**src/rtl/mmc_call_pkg.sv**
```systemverilog
// Shared types and helpers for the mmc call driver.
package mmc_call_pkg;

    localparam int unsigned DW_DEFAULT = 32;

    typedef enum logic {
        ST_IDLE,
        ST_CALL
    } call_state_e;

    // Occupancy counters must hold the value DEPTH itself, hence the extra bit.
    function automatic int unsigned cnt_width(input int unsigned depth);
        return $clog2(depth) + 1;
    endfunction

endpackage

```
**src/rtl/mmc_call_res_fifo.sv**
```systemverilog
// First-word-fall-through result FIFO; head entry and empty flag come straight from registers.
module mmc_call_res_fifo
    import mmc_call_pkg::*;
#(
    parameter int unsigned DW    = DW_DEFAULT,
    parameter int unsigned DEPTH = 4
) (
    input  logic                        clock,
    input  logic                        resetn,
    input  logic                        push,
    input  logic [DW-1:0]               din,
    input  logic                        pop,
    output logic [DW-1:0]               dout,
    output logic                        full,
    output logic                        empty,
    output logic [cnt_width(DEPTH)-1:0] count
);

    localparam int unsigned AW = $clog2(DEPTH);
    localparam int unsigned CW = cnt_width(DEPTH);

    logic [DW-1:0] mem [DEPTH];
    logic [AW-1:0] wr_ptr;
    logic [AW-1:0] rd_ptr;
    logic          do_push;
    logic          do_pop;

    always_comb begin
        full    = (count == CW'(DEPTH));
        empty   = (count == '0);
        do_push = push && !full;
        do_pop  = pop && !empty;
        dout    = mem[rd_ptr];
    end

    always_ff @(posedge clock or negedge resetn) begin
        if (!resetn) begin
            wr_ptr <= '0;
            rd_ptr <= '0;
            count  <= '0;
            for (int unsigned i = 0; i < DEPTH; i++) begin
                mem[i] <= '0;
            end
        end else begin
            if (do_push) begin
                mem[wr_ptr] <= din;
                wr_ptr      <= wr_ptr + 1'b1;
            end
            if (do_pop) begin
                rd_ptr <= rd_ptr + 1'b1;
            end
            count <= count + CW'(do_push) - CW'(do_pop);
        end
    end

endmodule

```
**src/rtl/mmc_call_driver.sv**
```systemverilog
// Caller-side initiator for the mmc call/return interface with credit-based issue.
// Optional watchdog: define MMC_CALL_DRIVER_TIMEOUT_EN.
module mmc_call_driver
    import mmc_call_pkg::*;
#(
    parameter int unsigned DW        = DW_DEFAULT,
    parameter int unsigned RES_DEPTH = 4,
    parameter int unsigned TIMEOUT   = 1024
) (
    input  logic          clock,
    input  logic          resetn,
    input  logic          cmd_valid,
    output logic          cmd_ready,
    input  logic [DW-1:0] cmd_a,
    input  logic [DW-1:0] cmd_b,
    output logic          mmc_start,
    input  logic          mmc_busy,
    output logic [DW-1:0] mmc_a,
    output logic [DW-1:0] mmc_b,
    input  logic          mmc_done,
    output logic          mmc_stall,
    input  logic [DW-1:0] mmc_returndata,
    output logic          res_valid,
    input  logic          res_ready,
    output logic [DW-1:0] res_data,
    output logic          idle,
    output logic          timeout_err
);

    localparam int unsigned CW = cnt_width(RES_DEPTH);
    localparam int unsigned UW = CW + 1;

    call_state_e   state;
    call_state_e   state_nxt;
    logic [CW-1:0] inflight;
    logic [CW-1:0] fifo_count;
    logic [UW-1:0] used;
    logic          credit;
    logic          cmd_take;
    logic          call_acc;
    logic          ret_take;
    logic          fifo_full;
    logic          fifo_empty;

    // A registered-but-unaccepted call already owns a result slot.
    always_comb begin
        used     = UW'(inflight) + UW'(fifo_count) + UW'(state == ST_CALL);
        credit   = (used < UW'(RES_DEPTH));
        call_acc = mmc_start && !mmc_busy;
        ret_take = mmc_done && !mmc_stall && (inflight != '0);
    end

    always_comb begin
        state_nxt = state;
        cmd_ready = 1'b0;
        mmc_start = 1'b0;
        cmd_take  = 1'b0;
        case (state)
            ST_IDLE: begin
                cmd_ready = resetn && credit;
                cmd_take  = cmd_valid && cmd_ready;
                if (cmd_take) state_nxt = ST_CALL;
            end
            ST_CALL: begin
                mmc_start = 1'b1;
                if (!mmc_busy) state_nxt = ST_IDLE;
            end
            default: state_nxt = ST_IDLE;
        endcase
    end

    always_ff @(posedge clock or negedge resetn) begin
        if (!resetn) begin
            state    <= ST_IDLE;
            mmc_a    <= '0;
            mmc_b    <= '0;
            inflight <= '0;
        end else begin
            state <= state_nxt;
            if (cmd_take) begin
                mmc_a <= cmd_a;
                mmc_b <= cmd_b;
            end
            inflight <= inflight + CW'(call_acc) - CW'(ret_take);
        end
    end

    mmc_call_res_fifo #(
        .DW    (DW),
        .DEPTH (RES_DEPTH)
    ) u_res_fifo (
        .clock  (clock),
        .resetn (resetn),
        .push   (ret_take),
        .din    (mmc_returndata),
        .pop    (res_valid && res_ready),
        .dout   (res_data),
        .full   (fifo_full),
        .empty  (fifo_empty),
        .count  (fifo_count)
    );

    always_comb begin
        mmc_stall = fifo_full;
        res_valid = !fifo_empty;
        idle      = (state == ST_IDLE) && (inflight == '0) && fifo_empty;
    end

`ifdef MMC_CALL_DRIVER_TIMEOUT_EN
    logic [31:0] wd_cnt;
    logic        wd_err;

    // Counter saturates at TIMEOUT; the flag is set on the edge the count reaches it.
    always_ff @(posedge clock or negedge resetn) begin
        if (!resetn) begin
            wd_cnt <= '0;
            wd_err <= 1'b0;
        end else if (call_acc || ret_take) begin
            wd_cnt <= '0;
        end else if (((inflight != '0) || (state == ST_CALL)) && (wd_cnt != 32'(TIMEOUT))) begin
            wd_cnt <= wd_cnt + 32'd1;
            if (wd_cnt == 32'(TIMEOUT - 1)) wd_err <= 1'b1;
        end
    end

    assign timeout_err = wd_err;
`else
    assign timeout_err = 1'b0;
`endif

`ifndef SYNTHESIS
    done_without_call: assert property (@(posedge clock) disable iff (!resetn)
        !(mmc_done && (inflight == '0)))
        else $error("mmc_done asserted with no call in flight");

    config_sane: assert property (@(posedge clock)
        (RES_DEPTH >= 2) && ((RES_DEPTH & (RES_DEPTH - 1)) == 0) && (TIMEOUT != 0))
        else $error("bad mmc_call_driver configuration");
`endif

endmodule

```
**config.mk**
```make
export PLATFORM = sky130hd
export DESIGN_NAME = mmc_call_driver
export DESIGN_NICKNAME = d
export VERILOG_FILES = /design/src/rtl/mmc_call_pkg.sv /design/src/rtl/mmc_call_res_fifo.sv /design/src/rtl/mmc_call_driver.sv
export SDC_FILE = /design/constraint.sdc
export NUM_CORES = 1
export LEC_CHECK = 0
export ABC_CLOCK_PERIOD_IN_PS = 2400
export BUFFER_PORTS_ARGS = -buffer_cell sky130_fd_sc_hd__buf_4
export CAP_MARGIN = 30
export CORE_MARGIN = 1
export CORE_UTILIZATION = 45
export DETAILED_ROUTE_END_ITERATION = 8
export GPL_TIMING_DRIVEN = 0
export HOLD_SLACK_MARGIN = 0.03
export PLACE_DENSITY = 0.73
export SKIP_CTS_REPAIR_TIMING = 1
export SLEW_MARGIN = 10
export SYNTH_ARGS = -nofsm -noshare
export SYNTH_HDL_FRONTEND = slang
export SYNTH_SLANG_ARGS = --single-unit
```
**constraint.sdc**
```tcl
create_clock -name clock -period 2.4 [get_ports clock]
set_input_delay 0.48 -clock clock [delete_from_list [all_inputs] [get_ports clock]]
set_output_delay 0.48 -clock clock [all_outputs]
set_load 0.01 [all_outputs]
```
# After elaboration in Yosys (flattened, before gate mapping)
# Cells that the tools add are included.
[totals]
in_bits = 102
out_inout_bits = 102
reg_bits = 203
[classes]
n_eq_ne = 1
bitwise = 3
magnitude_cmp = 4
add_sub_neg = 8
mux = 12
n_reduce_logical = 17
[ops]
columns = ["op", "n"]
rows = [
  ["128-bit bitwise mux", 1],
  ["32-bit 2-to-1 mux", 3],
  ["32-bit binary-select mux with 2-bit select", 1],
  ["32-bit demux with 2-bit select", 1],
  ["1-bit logical AND", 11],
  ["3-bit by 1-bit adder with 3-bit output", 2],
  ["3-bit >= comparator (second input constant)", 2],
  ["3-bit logical NOT", 2],
  ["2-bit NOT with 3-bit output", 2],
  ["3-bit by 1-bit subtractor with 3-bit output", 2],
  ["1-bit 2-to-1 mux", 5],
  ["2-bit by 1-bit adder with 2-bit output (second input constant)", 2],
  ["3-bit by 3-bit adder with 4-bit output", 1],
  ["4-bit by 1-bit adder with 4-bit output", 1],
  ["4-bit by 3-bit less-than comparator with 1-bit output (second input constant)", 1],
  ["3-bit == test (second input constant)", 1],
  ["1-bit logical NOT", 3],
  ["3-bit by 1-bit less-than comparator with 1-bit output (second input constant)", 1],
  ["3-bit nonzero test", 1],
  ["1-bit case mux with 2 select lines", 1],
  ["1-bit NOT", 1],
]

# Depth between registers and ports, before layout
# Gate-level depths: netlist of the first run.
[logic_depth]
ltp_word = 7
mapped_depth = 9
depth_no_buf = 9

# Cells and area by module
# From an unflattened synthesis of the first run, not the netlist that was laid out.
[unflattened]
hier_cells = 997
area_unflattened_um2 = 12110.4
[by_module_without_submodules]
columns = ["mod", "seq_area_each_um2", "instances", "area_each_um2", "cells_per_inst"]
rows = [
  ["mmc_call_res_fifo", 3378.2, 1, 9227.6, 832],
  ["mmc_call_driver", 1701.6, 1, 2882.8, 165],
]

# Least setup slack after synthesis of the first run
# Ideal clock, no wire load.
[synth_path]
path_type = "register -> register"
from = "register u_res_fifo.count[1]"
to = "register u_res_fifo.count[2]"
slack_ns = 0.000
t_arrival_ns = 2.272
stages_incl_launch_ff = 10
path_buffers = 0
setup_ns = 0.129
required_ns = 2.271
cell_sequence = "dfrtp_1 > or3_2 > and2_1 > ha_1 > inv_1 > ha_1 > inv_1 > fa_1 > xnor2_1 > xnor2_1"
[synth_lines]
columns = ["item", "line", "text"]
rows = [
  ["from (decl)", "mmc_call_res_fifo.sv:16", "output logic [cnt_width(DEPTH)-1:0] count"],
  ["from (signal assigned)", "mmc_call_res_fifo.sv:52", "count <= count + CW'(do_push) - CW'(do_pop);"],
  ["3-bit logical NOT *", "mmc_call_res_fifo.sv:30", "empty = (count == '0);"],
  ["1-bit logical NOT *", "mmc_call_driver.sv:105", "res_valid = !fifo_empty;"],
  ["net res_valid", "mmc_call_driver.sv:23", "output logic res_valid,"],
  ["1-bit logical AND", "mmc_call_driver.sv:96", ".pop (res_valid && res_ready),"],
  ["1-bit logical AND *", "mmc_call_res_fifo.sv:32", "do_pop = pop && !empty;"],
  ["net u_res_fifo.do_pop", "mmc_call_res_fifo.sv:26", "logic do_pop;"],
  ["3-bit by 1-bit subtractor with 3-bit output *", "mmc_call_res_fifo.sv:52", ""],
]
# The timed path passes the listed nets; every way through them passes the cells marked *.
# A chain may end at the register's enable or synchronous reset.

# Worst setup path in the final report of the first run
[layout_path]
from = "register u_res_fifo.rd_ptr[0]"
to = "output res_data[20]"
[layout_via]
elab_chain_cells = 4
[layout_lines]
columns = ["item", "line", "text"]
rows = [
  ["from (decl)", "mmc_call_res_fifo.sv:24", "logic [AW-1:0] rd_ptr;"],
  ["from (signal assigned)", "mmc_call_res_fifo.sv:50", "rd_ptr <= rd_ptr + 1'b1;"],
  ["2-bit NOT with 3-bit output (implied by the code)", "mmc_call_res_fifo.sv:33", "dout = mem[rd_ptr];"],
  ["32-bit binary-select mux with 2-bit select", "mmc_call_res_fifo.sv:33", ""],
  ["32-bit 2-to-1 mux (implied by the code) (2 in series)", "mmc_call_res_fifo.sv:33", ""],
  ["to (decl)", "mmc_call_driver.sv:25", "output logic [DW-1:0] res_data,"],
]
# Every way passes these cells. The select of a mux whose other input is x is not followed.

==> results.cfg, run 1 <==
[grt]
grt-ovfl-total = 0
grt_pass1_wl_um = 31200
grt_max_degree = 107
grt_pass1_vias = 5709
antenna_found_initial = 0
track_usage_pct = 19.5

[sta]
clock.fmax_mhz = 418
fin_crit_sh_pct = 99.6
worst_slack_ps = 9.23
hold_viol = 94
period_needed_ps = 2390
worst_pin_slew_ps = 567
finalSetupViolCount = 0
finalClockSkew_ps = 10.6
setup_tns_ps = 0
timing.hold.ws_ps = -83.5
relSlewSlack_pct = 62.2
slew_viol_final = 0

[drt]
ant_nets = 0
first_pass_iters = 4
avgRoutedWirePerCell_um = 20.2
routed_via_density = 5.06
route.vias.total = 5215
drc = 0
drt_iter0_markers = 120
routed_wirelength_um = 20800

[placement]
hpwl_um = 14000
place.gp.congestion = 0.704
dp_slack_ps = -342
port_buffers = 202

[synth]
yosysSeqAreaShare_pct = 55.6
synthAdderAreaFrac_pct = 1.94
synthMuxAreaShare_pct = 36.6
synth_cell_types = 25
synthSimpleGateAreaFrac_pct = 2.18
synth.avg_cell_area_um2 = 18.0
syn_area_mm2 = 0.00914
synth_ff_type = dfrtp_1
yosysWarnings = 0
synth-edff-count = 0
synth_xor_area_share_pct = 0.671
syn_nets = 624
syn_inst = 509
async_reset_ff_share_pct = 100
synth_area_leaders = dfrtp_1 (56%), mux2_4 (20%), mux2_2 (9.0%), mux4_2 (7.9%), buf_6 (2.1%)
synth_compound_area_share_pct = 0
synth_top_family_by_area = multiplexers
yosysTopAreaCell = dfrtp_1
yosysTopAreaCellShare_pct = 55.6
ys_ff_latch = 203

[worst_setup_path]
rrSetupSlack_ps = 100
path_class = reg2out
cp.arrival_ps = 1910
crit_path_start_kind = flip-flop
required_ps = 1920
crit_chain = buf_12 -> buf_12 -> mux4_2 -> buf_4
max_stage_delay_ps = 530
cp-end-kind = output pin
cp_slowest_cell = mux4_2
path_max_fanout = 10
crit_top_cell = buf_12
critPathBufInv = 3
cpLargestDelayFamily = multiplexers

[final_layout]
drive_gt1_share_pct = 68.0
regArea_mm2 = 0.00508
multi_input_area_mm2 = 0.00380
layout_commonest_cell = buf_4
syn_to_final_growth_pct = 31.6
antennaDiodeCount = 0
layout_common_cells = buf_4 (213), dfrtp_1 (199), mux2_4 (120)
layout.nets = 866
num-fill-cells = 1462

[clock_tree]
clk_pin_slew_ps = 60
cts_tree = yes
cts_buffer_depth = 3
htree_levels = 1
cts-root-buf = clkbuf_16
numCtsBuffers = 23
insertion_delay_ps = 510
cts.sinks = 203

[power_and_ir_drop]
p_leak_uw = 0.00564
ir_drop_mv = 0.633
total_power_uw = 18300
cellPowerDensity_mw_per_mm2 = 1520

[floorplanning]
die_area_mm2 = 0.0209
pin_count = 204
die_x_um = 145
floorplan.die.height_um = 145
core.rowCount = 51
start_util_pct = 46.4
coreArea_mm2 = 0.0197

[flow_run]
drv_cap = 0

[outcome]
failed_checks = negative hold slack
status = complete, but fails checks

[worst_hold_path]
hp-class = in2async
## state kept, by name, summed over array words and instances, names as in the netlist
name               cells
mmc_b                 32
mmc_a                 32
u_res_fifo.mem       128
inflight               3
u_res_fifo.rd_ptr      2
u_res_fifo.count       3
u_res_fifo.wr_ptr      2
state                  1
## report_power, final
| part | leakage (uW) | switching (uW) | total [uW] | internal (uW) |
|---|---|---|---|---|
| Clock | 0.000362 | 1380 | 3350 | 1970 |
| Sequential | 0.00242 | 1060 | 6280 | 5220 |
| Combinational | 0.00286 | 3200 | 8660 | 5460 |
| Total | 0.00564 | 5640 | 18300 | 12600 |
## worst reg2reg max path, stage by stage (launching register included)
cell and delay (ps):
dfrtp_2 440, or3_4 420, and2_1 200, ha_1 270, inv_1 50, ha_1 130, inv_1 50, fa_2 350
xnor2_2 140, xnor2_1 120
## layout make-up
type                       instances  area share [%]
buffer                            27            2.58
clock buffer                      33            5.68
clock inverter                     6           0.312
inverter                           9           0.281
multi-input combinational        269            31.6
sequential                       203            42.3
tap                              265            2.76
timing repair buffer             218            14.5
## Yosys cell counts (2+ instances only)
cell	n
buf_2	5
buf_6	17
clkbuf_1	5
dfrtp_1	203
fa_1	2
ha_1	11
inv_1	9
mux2_2	73
mux2_4	120
mux4_2	32
nand2_1	7
nor3_4	5
nor3b_1	3
xnor2_1	6
## kinds of logic after synthesis
group,Yosys count
xor gates and xnor gates,7
and+or+nand+nor,23
other,1
buffers and inverters,37
DFF,203
muxes,225
adders and majority gates,13
## worst paths after layout
| kind | endpoint | start | cells past startpoint |
|---|---|---|---|
| hold / removal | mmc_a[6]$_DFFE_PN0P_ | resetn | 1 |
| max in group asynchronous | inflight[2]$_DFF_PN0_ | resetn | 2 |
| setup reg to reg | u_res_fifo.count[2]$_DFF_PN0_ | u_res_fifo.count[0]$_DFF_PN0_ | 9 |
| min in group clock | state$_DFF_PN0_ | mmc_busy | 3 |
| setup / recovery | res_data[20] | u_res_fifo.rd_ptr[0]$_DFFE_PN0P_ | 4 |
| hold reg to reg | mmc_b[0]$_DFFE_PN0P_ | mmc_b[0]$_DFFE_PN0P_ | 1 |
## per-stage QoR
step / utilization [%] / hold WS, ps / instance area [um2] / instances
global route: 61.0 / -38.8 / 12000 / 1030
global placement: 55.8 / 486 / 11000 / 976
CTS: 59.6 / 37.2 / 11800 / 1016
finish: 61.0 / -83.5 / 12000 / 1030
detailed placement: 55.9 / 489 / 11000 / 977
floorplan: - / 184 / 9150 / 509
## routing by layer
layer	vias to the layer above	global-route usage [%]	share of wire, %
li1	2322	-	-
met1	2760	25.6	42
met2	102	33.2	52
met3	31	3.28	3.6
met4	0	5.65	2.2
met5	-	0	0
Note: power is estimated with default switching activity, not from simulation.
==> inputs of run 2 (changes only) <==
CTS_BUF_LIST = sky130_fd_sc_hd__clkbuf_8   (was default)
==> results.cfg, run 2 (synthesis gave the netlist of run 1 again) <==
[grt]
grt_max_degree = 107
grt-ovfl-total = 0
grt_pass1_vias = 5841
track_usage_pct = 19.7
antenna_found_initial = 0
grt_pass1_wl_um = 31400

[final_layout]
drive_gt1_share_pct = 67.3
syn_to_final_growth_pct = 31.4
num-fill-cells = 1479
design_area_mm2 = 0.0120
reg_top3 = u_res_fifo.mem: 128 flops, mmc_a: 32 flops, mmc_b: 32 flops
final_cells = 1055
layout.nets = 882
largest_reg_flops = 128
antennaDiodeCount = 0
regMostFlops = u_res_fifo.mem
layout_common_cells = buf_4 (214), dfrtp_1 (199), mux2_4 (120)
layout_commonest_cell = buf_4

[placement]
place.gp.congestion = 0.704
port_buffers = 202
dpl_cell_area_mm2 = 0.0110
place_inst = 977
hpwl_um = 14000

[drt]
route.vias.total = 5304
avgRoutedWirePerCell_um = 19.7
routed_wirelength_um = 20800
drt_iter0_markers = 146
ant_nets = 0
routed_via_density = 5.03
drc = 0
first_pass_iters = 4

[clock_tree]
cts.sinks = 203
htree_levels = 2
insertion_delay_ps = 510
cts-root-buf = clkbuf_8
clk_pin_slew_ps = 60
cts_buffer_depth = 3
cts_tree = yes
numCtsBuffers = 37

[worst_setup_path]
crit_chain = buf_12 -> buf_12 -> mux4_2 -> buf_6
reg2reg_depth = 9
crit_top_cell = buf_12
cp.arrival_ps = 1890
reg2reg_to = u_res_fifo.count[2]$_DFF_PN0_
reg2reg_from = u_res_fifo.count[0]$_DFF_PN0_
cp-end-kind = output pin
crit_path_start_kind = flip-flop
max_stage_delay_ps = 540
path_class = reg2out
path_max_fanout = 10
cp_slowest_cell = mux4_2
rrSetupSlack_ps = 120
required_ps = 1920

[power_and_ir_drop]
clkPwrFrac_pct = 16.9
ir_drop_mv = 0.633
internal_power_uw = 12400
power.switching_uw = 5620
cellPowerDensity_mw_per_mm2 = 1500
seqPwrFrac_pct = 34.8
power_frac_comb_pct = 48.3
swShare_pct = 31.2
p_leak_uw = 0.00570
total_power_uw = 18000

[sta]
timing.hold.ws_ps = -62.4
slew_viol_final = 0
rsz0062_at_grt = yes
clock.fmax_mhz = 422
finalClockSkew_ps = 15.5
relSlewSlack_pct = 61.9
period_needed_ps = 2370
finalSetupViolCount = 0
worst_pin_slew_ps = 572
hold_viol = 91
fin_crit_sh_pct = 98.7

[floorplanning]
floorplan.die.height_um = 145
pin_count = 204
coreArea_mm2 = 0.0197
die_area_mm2 = 0.0209
start_util_pct = 46.4
core.rowCount = 51
die_x_um = 145

[outcome]
status = complete, but fails checks
failed_checks = negative hold slack

[worst_hold_path]
hp-class = in2async

[flow_run]
drv_cap = 0
run 2: final cells by class:
type                    instances  area, um2  area share [%]
inverters                       9       33.8           0.281
clock inverters                17       67.6           0.562
flip-flops and latches        203       5080            42.3
well taps                     265        332            2.76
plain buffers                  27        310            2.58
multi-input cells             269       3800            31.7
repair buffers                220       1770            14.7
clock buffers                  45        619            5.15
run 2: worst max path at each step:
| stage | start | endpoint | slack, ps | cells after the start |
|---|---|---|---|---|
| after floorplan | u_res_fifo.count[1]$_DFF_PN0_ | inflight[2]$_DFF_PN0_ | 50 | 9 |
| after global routing | u_res_fifo.rd_ptr[0]$_DFFE_PN0P_ | res_data[18] | -40 | 4 |
| after global placement | resetn | mmc_a[14]$_DFFE_PN0P_ | -1190 | 5 |
| after CTS | u_res_fifo.rd_ptr[1]$_DFFE_PN0P_ | res_data[20] | -540 | 4 |
| after detailed placement | resetn | mmc_a[14]$_DFFE_PN0P_ | -340 | 6 |
| final | u_res_fifo.rd_ptr[0]$_DFFE_PN0P_ | res_data[20] | 30 | 4 |
run 2: routing by layer:
layer	vias to the layer above	part of all wire (%)	global-route usage [%]	routed length [um]
li1	2359	-	-	-
met1	2798	42	25.4	8730
met2	117	52	33.1	10800
met3	30	3.8	3.91	794
met4	0	2.1	7.09	442
met5	-	0	0	0
run 2: power by group through the flow:
stage,sequential (uW),clock (uW),combinational [uW]
3_3_place_gp,6110,0,8090
2_1_floorplan,6240,0,5180
6_report,6270,3050,8700
4_1_cts,6250,3130,8340
3_5_place_dp,6270,0,8300
5_1_grt,6470,3280,9310
run 2: worst max-delay path, delay by kind of cell (launching register included):
| family | cells | cell delay (ps) |
|---|---|---|
| buffers and inverters | 3 | 470 |
| muxes | 1 | 540 |
| DFF | 1 | 380 |
run 2: stage by stage:
stage | setup TNS (ps) | util [%] | setup slack (ps) | hold slack [ps]
floorplan | 0 | - | 52.2 | 184
global placement | -144890 | 55.8 | -1190 | 486
detailed placement | -19380 | 55.9 | -342 | 489
CTS | -13190 | 59.4 | -542 | 39.0
global route | -257 | 60.9 | -35.6 | -31.4
finish | 0 | 60.9 | 30.1 | -62.4
==> inputs of run 3 (changes only) <==
--- a/config.mk
+++ b/config.mk
@@ -16,3 +16,3 @@
 export HOLD_SLACK_MARGIN = 0.03
-export PLACE_DENSITY = 0.73
+export PLACE_DENSITY = 0.76
 export SKIP_CTS_REPAIR_TIMING = 1
--- a/constraint.sdc
+++ b/constraint.sdc
@@ -3,2 +3,2 @@
 set_output_delay 0.48 -clock clock [all_outputs]
-set_load 0.01 [all_outputs]
+set_load 0.05 [all_outputs]
==> results.cfg, run 3 (synthesis gave the netlist of run 1 again) <==
[sta]
worst_pin_slew_ps = 665
period_needed_ps = 2450
clock.fmax_mhz = 408
timing.hold.ws_ps = -3.85
finalClockSkew_ps = 21.9
slew_viol_final = 0
worst_slack_ps = -53.7
hold_viol = 7
fin_crit_sh_pct = 102
relSlewSlack_pct = 55.7
setup_tns_ps = -222
finalSetupViolCount = 14
rsz0062_at_grt = yes

[clock_tree]
clk_pin_slew_ps = 60
cts_buffer_depth = 3
cts_tree = yes
cts-root-buf = clkbuf_8
numCtsBuffers = 36
htree_levels = 2
insertion_delay_ps = 510
cts.sinks = 203

[worst_setup_path]
required_ps = 1920
crit_chain = buf_12 -> buf_6 -> buf_4 -> mux4_2 -> buf_6
cp-end-kind = output pin
path_class = reg2out
cp_slowest_cell = mux4_2
crit_path_start_kind = flip-flop
path_max_fanout = 5
crit_top_cell = buf_6
max_stage_delay_ps = 510
cp.arrival_ps = 1970
reg2reg_from = u_res_fifo.count[0]$_DFF_PN0_
reg2reg_to = u_res_fifo.count[2]$_DFF_PN0_
rrSetupSlack_ps = 20
reg2reg_depth = 9

[floorplanning]
pin_count = 204
start_util_pct = 46.4
core.rowCount = 51
die_area_mm2 = 0.0209
die_x_um = 145
coreArea_mm2 = 0.0197
floorplan.die.height_um = 145

[grt]
grt_max_degree = 114
grt_pass1_wl_um = 31000
track_usage_pct = 19.6
grt-ovfl-total = 0
antenna_found_initial = 0
grt_pass1_vias = 5777

[flow_run]
drv_cap = 0

[outcome]
status = complete, but fails checks
failed_checks = negative hold slack, negative setup slack

[drt]
drc = 0
route.vias.total = 5341
drt_iter0_markers = 205
avgRoutedWirePerCell_um = 20.3
first_pass_iters = 4
routed_wirelength_um = 21400
routed_via_density = 5.07
ant_nets = 0

[placement]
port_buffers = 202
hpwl_um = 14300
place.gp.congestion = 0.782

[final_layout]
drive_gt1_share_pct = 67.6
regMostFlops = u_res_fifo.mem
reg_top3 = u_res_fifo.mem: 128 flops, mmc_a: 32 flops, mmc_b: 32 flops
layout_common_cells = dfrtp_1 (198), buf_4 (180), mux2_4 (120)
num-fill-cells = 1450
final_core_util_pct = 61.8
antennaDiodeCount = 0
syn_to_final_growth_pct = 33.2
layout_commonest_cell = dfrtp_1
largest_reg_flops = 128
layout.nets = 881

[worst_hold_path]
hp-class = in2async
run 3: worst max-delay path by stage:
stage,from,endpoint,depth (start not counted),slack (ps)
after floorplan,u_res_fifo.count[1]$_DFF_PN0_,inflight[2]$_DFF_PN0_,9,-170
after global placement,resetn,mmc_b[30]$_DFFE_PN0P_,5,-1110
after detailed placement,u_res_fifo.count[0]$_DFF_PN0_,u_res_fifo.count[2]$_DFF_PN0_,9,-110
after CTS,u_res_fifo.rd_ptr[1]$_DFFE_PN0P_,res_data[20],4,-620
after global routing,u_res_fifo.count[0]$_DFF_PN0_,u_res_fifo.count[2]$_DFF_PN0_,9,-110
final,u_res_fifo.rd_ptr[0]$_DFFE_PN0P_,res_data[25],5,-50
run 3: stage by stage:
| stage | instances | cell area [um2] | setup slack [ps] | hold WS [ps] |
|---|---|---|---|---|
| 3_5_place_dp | 977 | 11000 | -112 | 488 |
| 5_1_grt | 1054 | 12200 | -114 | 24.9 |
| 6_report | 1054 | 12200 | -53.7 | -3.85 |
| 2_1_floorplan | 509 | 9160 | -166 | 184 |
| 4_1_cts | 1038 | 11800 | -618 | 10.8 |
| 3_3_place_gp | 976 | 11000 | -1110 | 486 |
run 3: layer usage:
layer  share of wire, %  GRT usage [%]
met1                 42           25.1
met3                3.8           3.68
met4                2.1           7.20
met5                  0              0
met2                 52           33.1
run 3: cell type report:
cell class                 instances  area (um2)  share of cell area (%)
tap                              265         332                    2.72
timing repair buffer             220        1890                    15.5
buffer                            27         308                    2.53
multi-input combinational        269        3810                    31.3
clock buffer                      47         647                    5.31
inverter                           9        33.8                   0.277
sequential                       203        5090                    41.8
clock inverter                    14        78.8                   0.647
run 3: critical path: cells and delay by family (launching register included):
family                 cells  cell delay [ps]
muxes                      1              510
buffers and inverters      4              540
DFF                        1              420
Power of run 3 is left out: the tool's default activity adds up to more than one toggle a clock period on the data nets, which glitch-free logic cannot reach.
